===== src/rtl/fetch_pkg.sv =====
// Shared types and constants for the instruction fetch controller.
package fetch_pkg;

  typedef enum logic [1:0] {
    IDLE  = 2'd0,
    FETCH = 2'd1,
    HALT  = 2'd2
  } fetch_state_e;

  // The memory returns all zeros past the end of the program.
  localparam logic [31:0] END_MARKER = 32'h0000_0000;
  localparam logic [31:0] PC_STEP    = 32'd4;

  typedef struct packed {
    logic [31:0] pc;
    logic [31:0] instr;
  } fetch_entry_t;

  // Instruction addresses are always word aligned.
  function automatic logic [31:0] align_pc(input logic [31:0] addr);
    return {addr[31:2], 2'b00};
  endfunction

endpackage


===== src/rtl/fetch_fifo.sv =====
// Synchronous FIFO of fetch entries. Pointers carry an extra wrap bit so
// full and empty are distinguished without a counter. Flush beats push.
// The head output holds the last popped entry while the FIFO is empty.
module fetch_fifo
  import fetch_pkg::*;
#(
  parameter int DEPTH = 2
) (
  input  logic         clk,
  input  logic         i_reset,
  input  logic         i_push,
  input  logic         i_pop,
  input  logic         i_flush,
  input  fetch_entry_t i_wdata,
  output fetch_entry_t o_rdata,
  output logic         o_full,
  output logic         o_empty
);

  localparam int AW = $clog2(DEPTH);
  localparam logic [AW:0] PTR_ONE = 1;

  logic [AW:0]  r_wr_ptr;
  logic [AW:0]  r_rd_ptr;
  fetch_entry_t r_mem [DEPTH];
  fetch_entry_t r_last;

  logic w_full;
  logic w_empty;
  logic w_do_push;
  logic w_do_pop;

  assign w_empty   = (r_wr_ptr == r_rd_ptr);
  assign w_full    = (r_wr_ptr[AW] != r_rd_ptr[AW]) &&
                     (r_wr_ptr[AW-1:0] == r_rd_ptr[AW-1:0]);
  assign w_do_pop  = i_pop && !w_empty;
  // A full FIFO may still accept a write when the head leaves this cycle.
  assign w_do_push = i_push && !i_flush && (!w_full || w_do_pop);

  assign o_full  = w_full;
  assign o_empty = w_empty;
  assign o_rdata = w_empty ? r_last : r_mem[r_rd_ptr[AW-1:0]];

  // Pointer update: reset and flush both return to an empty FIFO.
  always_ff @(posedge clk) begin
    if (i_reset || i_flush) begin
      r_wr_ptr <= '0;
      r_rd_ptr <= '0;
    end else begin
      if (w_do_push) r_wr_ptr <= r_wr_ptr + PTR_ONE;
      if (w_do_pop)  r_rd_ptr <= r_rd_ptr + PTR_ONE;
    end
  end

  // Storage write; contents are qualified by the pointers, so no reset.
  always_ff @(posedge clk) begin
    if (w_do_push) r_mem[r_wr_ptr[AW-1:0]] <= i_wdata;
  end

  // Remember the most recently consumed head so it stays visible when empty.
  always_ff @(posedge clk) begin
    if (i_reset) begin
      r_last <= '0;
    end else if (w_do_pop) begin
      r_last <= r_mem[r_rd_ptr[AW-1:0]];
    end
  end

endmodule


===== src/rtl/instr_fetch_ctrl.sv =====
// Instruction fetch controller: owns the PC, addresses the combinational
// instruction memory, and buffers fetched words for decode. Stops on the
// end-of-program marker and restarts on redirects.
module instr_fetch_ctrl
  import fetch_pkg::*;
#(
  parameter logic [31:0] RESET_PC   = 32'h0000_0000,
  parameter int          FIFO_DEPTH = 2
) (
  input  logic        clk,
  input  logic        reset,
  input  logic        run,
  output logic [31:0] imem_addr,
  input  logic [31:0] imem_rdata,
  output logic        instr_valid,
  output logic [31:0] instr,
  output logic [31:0] instr_pc,
  input  logic        instr_ready,
  input  logic        redirect_valid,
  input  logic [31:0] redirect_pc,
  output logic        halted
);

  fetch_state_e r_state;
  fetch_state_e w_next_state;
  logic [31:0]  r_pc;

  logic         w_full;
  logic         w_empty;
  logic         w_pop;
  logic         w_fetch_go;
  logic         w_hit_end;
  logic         w_push;
  logic         w_halted;
  fetch_entry_t w_wdata;
  fetch_entry_t w_head;

  assign w_pop = !w_empty && instr_ready;

  // State register.
  always_ff @(posedge clk) begin
    if (reset) r_state <= IDLE;
    else       r_state <= w_next_state;
  end

  // Next-state logic; a redirect restarts fetching from any state.
  always_comb begin
    w_next_state = r_state;
    case (r_state)
      IDLE:    if (run) w_next_state = FETCH;
      FETCH:   if (w_hit_end) w_next_state = HALT;
      HALT:    w_next_state = HALT;
      default: w_next_state = IDLE;
    endcase
    if (redirect_valid) w_next_state = FETCH;
  end

  // Output/control decode for the current state.
  always_comb begin
    w_fetch_go = 1'b0;
    w_hit_end  = 1'b0;
    w_push     = 1'b0;
    w_halted   = 1'b0;
    case (r_state)
      FETCH: begin
        w_fetch_go = run && (!w_full || w_pop);
        w_hit_end  = w_fetch_go && (imem_rdata == END_MARKER);
        // Words fetched in a redirect cycle belong to the abandoned path.
        w_push     = w_fetch_go && !w_hit_end && !redirect_valid;
      end
      HALT:    w_halted = 1'b1;
      default: ;
    endcase
  end

  // PC register: the end marker leaves the PC parked on the marker address.
  always_ff @(posedge clk) begin
    if (reset) begin
      r_pc <= RESET_PC;
    end else if (redirect_valid) begin
      r_pc <= align_pc(redirect_pc);
    end else if (w_push) begin
      r_pc <= r_pc + PC_STEP;
    end
  end

  assign w_wdata.pc    = r_pc;
  assign w_wdata.instr = imem_rdata;

  fetch_fifo #(
    .DEPTH (FIFO_DEPTH)
  ) u_fifo (
    .clk     (clk),
    .i_reset (reset),
    .i_push  (w_push),
    .i_pop   (w_pop),
    .i_flush (redirect_valid),
    .i_wdata (w_wdata),
    .o_rdata (w_head),
    .o_full  (w_full),
    .o_empty (w_empty)
  );

  assign imem_addr   = r_pc;
  assign instr_valid = !w_empty;
  assign instr       = w_head.instr;
  assign instr_pc    = w_head.pc;
  assign halted      = w_halted;

endmodule


===== config.mk =====
export PLATFORM = sky130hd
export DESIGN_NAME = instr_fetch_ctrl
export DESIGN_NICKNAME = d
export VERILOG_FILES = /design/src/rtl/fetch_pkg.sv /design/src/rtl/fetch_fifo.sv /design/src/rtl/instr_fetch_ctrl.sv
export SDC_FILE = /design/constraint.sdc
export NUM_CORES = 1
export LEC_CHECK = 0
export CAP_MARGIN = 20
export CORE_MARGIN = 2
export CORE_UTILIZATION = 48
export DETAILED_ROUTE_END_ITERATION = 8
export GPL_ROUTABILITY_DRIVEN = 0
export PLACE_DENSITY = 0.81
export SLEW_MARGIN = 0
export SYNTH_ARGS = -nofsm -noshare
export SYNTH_HDL_FRONTEND = slang
export SYNTH_SLANG_ARGS = --single-unit

===== constraint.sdc =====
create_clock -name clk -period 6.6 [get_ports clk]
set_input_delay 0.66 -clock clk [delete_from_list [all_inputs] [get_ports clk]]
set_output_delay 0.66 -clock clk [all_outputs]
set_load 0.02 [all_outputs]

==> impl_metrics.ini <==
[run_status]
outcome = finished, final reports clean

[timing]
timing_max_transition_violations_final = 0
final.setup_skew_ns = 0.0116
transition_at_the_pin_with_the_smallest_max_transition_slack_ns = 1.05
max_slew_margin = 0.297
finalWorstPathRequiredPeriod_ns = 4.01
fmax_mhz = 249
final.period_utilization = 0.608
report.final.setup_viol = 0
fin_setup_tns_ns = 0
hold_ws_ns = 0.497
finalHoldViolCount = 0
grt_setup_unrepaired = no

[worst_setup_path]
critical_path_arrival_ns = 3.35
r2r_slack_ns = 3.10
crit_required_ns = 5.94
cpLargestDelayFamily = buffers and inverters
critical_path.reg2reg.startpoint = u_fifo.r_wr_ptr[1]
worstSetupEndpointType = output port
crit_path_start_kind = flip-flop
critical_path.cell_chain = xnor2_1 -> nand2_4 -> buf_4 -> nor2_1 -> a21oi_1 -> clkdlybuf4s50_1
reg2reg_to = u_fifo.r_mem[0][14]
timing.reg2reg.worst_path_depth = 5
worst_path_largest_cell_delay_ns = 0.73
worst-path-stages = 6
maximum_fanout_encountered_on_the_critical_timing_path = 92
critPathSlowestCell = sky130_fd_sc_hd__buf_4
critical_path_buf_inv_count = 2
ws_path_type = reg2out

[clock_network]
cts-hold-fix-buffers = 0
clock_sink_count = 223
cts_tree = done
cts_buffers = 23
post_cts_resize_count = 0
worst_skew_pair.late_latency_ns = 0.50
clockRootBuffer = sky130_fd_sc_hd__clkbuf_16
clock_tree.buffer_depth = 3
cts_setup_buffers = 0
htree_num_levels = 1
worst_setup_hold_path_clk_slew_ns = 0.06

[detailed_routing]
dr.pass1.iters = 4
first_iter_violations = 456
avgViaCountPerCell = 5.59
ant_nets = 0
routed-via-count = 7034
drt_wl_total_um = 21700
drc_errors = 0
detail_route.wl_per_cell_um = 17.2

[min_path]
hold_path_end = u_fifo.r_last[5]
holdPathStages = 2
hold_path.class = reg2reg
hold_path_startpoint = u_fifo.r_last[5]

[flow_run]
maxCapViolCount = 0

[finish]
net_count_of_the_finished_layout = 1050
drive_gt1_frac = 0.0594
num_antenna_cells = 0
n_fill_cell = 1536
layout.cells.most_common = sky130_fd_sc_hd__clkdlybuf4s50_1
final-seq-area_um2 = 5710
flow.area_growth_from_synthesis_pct = 26.8
multi_input_comb_area_um2 = 3420
layout_common_cells = sky130_fd_sc_hd__clkdlybuf4s50_1 (159), sky130_fd_sc_hd__nor2_1 (134), sky130_fd_sc_hd__edfxtp_1 (124)

[floorplanning]
design.core.area_um2 = 19300
floorplan.die_area_um2 = 20800
die_width_um = 144
chipHeight_um = 144
initial_utilization = 0.487
placement_rows = 51
num_io_pins = 167

[synth]
asyncSetResetFlopFracSynth = 0
synth_cell_types = 54
yosys_register_bits = 223
top_ff_cell_synth = sky130_fd_sc_hd__edfxtp_1
syn-mean-instance-area_um2 = 11.2
synthCells = 845
synth.yosys.seq_area_share = 0.605
yosys_warnings = 0
syn-cell-area_um2 = 9430
synth-edff-count = 124

[placed_design]
place.detailed.hpwl_um = 13700
io_buffers = 160

[grt]
grt_pass1_wl_um = 33900
gr-total-overflow = 0
initial_antenna_violation_count = 0
via_count_of_the_first_global_routing_pass = 6548
grt_start_max_net_pins = 105
grtUsageTotal = 0.204

[power]
p_leak_nw = 3.79
worst_ir_drop_vdd_v = 0.000176
power.density_cell_area_nw_per_um2 = 258
final cells by class:
class | count | area share
Timing Repair Buffer | 169 | 0.141
Clock inverter | 10 | 0.00901
Sequential cell | 223 | 0.478
Clock buffer | 31 | 0.0524
Inverter | 17 | 0.00534
Tap cell | 265 | 0.0278
Multi-Input combinational cell | 543 | 0.287
cells in the mapped netlist (4+ instances only):
master | count | area, µm²
sky130_fd_sc_hd__nor4_1 | 11 | 68.8
sky130_fd_sc_hd__mux2i_1 | 73 | 731
sky130_fd_sc_hd__nand2_1 | 44 | 165
sky130_fd_sc_hd__edfxtp_1 | 124 | 3720
sky130_fd_sc_hd__o31a_1 | 7 | 61.3
sky130_fd_sc_hd__or3_1 | 4 | 25.0
sky130_fd_sc_hd__a21oi_1 | 69 | 345
sky130_fd_sc_hd__o21ai_0 | 9 | 45.0
sky130_fd_sc_hd__nand4_1 | 9 | 56.3
sky130_fd_sc_hd__a22oi_1 | 4 | 30.0
sky130_fd_sc_hd__buf_4 | 5 | 37.5
sky130_fd_sc_hd__a211oi_1 | 64 | 480
sky130_fd_sc_hd__nand3_1 | 6 | 30.0
sky130_fd_sc_hd__xnor2_1 | 5 | 43.8
sky130_fd_sc_hd__buf_2 | 9 | 45.0
sky130_fd_sc_hd__nor2_1 | 135 | 507
sky130_fd_sc_hd__dfxtp_1 | 99 | 1980
sky130_fd_sc_hd__and3_1 | 6 | 37.5
sky130_fd_sc_hd__a311oi_1 | 10 | 87.6
sky130_fd_sc_hd__clkbuf_1 | 43 | 161
sky130_fd_sc_hd__a31oi_1 | 10 | 62.6
sky130_fd_sc_hd__nor3_1 | 15 | 75.1
sky130_fd_sc_hd__ha_1 | 4 | 50.1
sky130_fd_sc_hd__a21boi_0 | 4 | 30.0
sky130_fd_sc_hd__buf_1 | 6 | 22.5
sky130_fd_sc_hd__inv_1 | 17 | 63.8
sky130_fd_sc_hd__nor2b_1 | 4 | 25.0
sky130_fd_sc_hd__o22ai_1 | 8 | 50.1
sky130_fd_sc_hd__and4_1 | 6 | 52.6
worst reg2reg max path, stage by stage (launching register included):
cell and delay, ns:
sky130_fd_sc_hd__dfxtp_1 0.34, sky130_fd_sc_hd__xnor2_1 0.55, sky130_fd_sc_hd__o311ai_2 0.26, sky130_fd_sc_hd__a21o_1 0.56, sky130_fd_sc_hd__nor2_4 0.86, sky130_fd_sc_hd__buf_4 0.56
registers in the layout, summed over array words and instances, names as in the netlist, named ones only:
register,cells
imem_addr,30
r_state,2
u_fifo.r_last,62
u_fifo.r_rd_ptr,2
u_fifo.r_wr_ptr,2
u_fifo.r_mem,124
report_power, final:
group	total [mW]	switching [mW]	internal, mW
logic	0.285	0.154	0.131
clock network	1.26	0.519	0.743
registers	1.53	0.0332	1.50
total	3.08	0.707	2.38
layer usage:
metal | wire [µm] | track usage | up-vias | share of wire
met1 | 9330 | 0.275 | 3356 | 0.43
met2 | 10500 | 0.344 | 247 | 0.48
met3 | 1580 | 0.0404 | 27 | 0.073
met5 | 0 | 0 | - | 0
li1 | - | - | 3404 | -
met4 | 319 | 0.0491 | 0 | 0.015
cell families (layout without fill, tap and decap cells):
| kind of cell | after synthesis | count (layout) | share of synthesized area |
|---|---|---|---|
| AO/OA/AOI/OAI | 201 | 201 | 0.142 |
| XOR/XNOR | 7 | 7 | 0.00650 |
| adder cells (fa/ha/maj) | 4 | 4 | 0.00531 |
| buffers and inverters | 82 | 227 | 0.0368 |
| flip-flops | 223 | 223 | 0.605 |
| multiplexers | 76 | 76 | 0.0811 |
| other | 1 | 4 | 0.000398 |
| AND/OR/NAND/NOR | 251 | 251 | 0.122 |
worst max-delay path by stage:
stage / from / to / slack [ns]
after floorplan: redirect_valid / u_fifo.r_mem[1][0] / 0.19
after global placement: redirect_valid / u_fifo.r_mem[0][0] / 2.46
after detailed placement: redirect_valid / u_fifo.r_mem[0][9] / 2.41
after CTS: u_fifo.r_wr_ptr[0] / instr_pc[17] / 2.59
after global routing: u_fifo.r_wr_ptr[0] / instr_pc[17] / 2.37
final: u_fifo.r_wr_ptr[0] / instr_pc[17] / 2.59
metrics by stage:
stage | cells | total power [mW] | worst slack [ns] | utilization | instance area (µm²)
final | 1258 | 3.08 | 2.59 | 0.618 | 11900
after CTS | 1257 | 3.10 | 2.59 | 0.617 | 11900
after floorplan | 848 | 1.71 | 0.186 | - | 9440
after global routing | 1258 | 3.20 | 2.37 | 0.618 | 11900
after detailed placement | 1216 | 1.85 | 2.41 | 0.579 | 11200
after global placement | 1216 | 1.84 | 2.46 | 0.579 | 11200
Power figures use the tool's default switching activity.
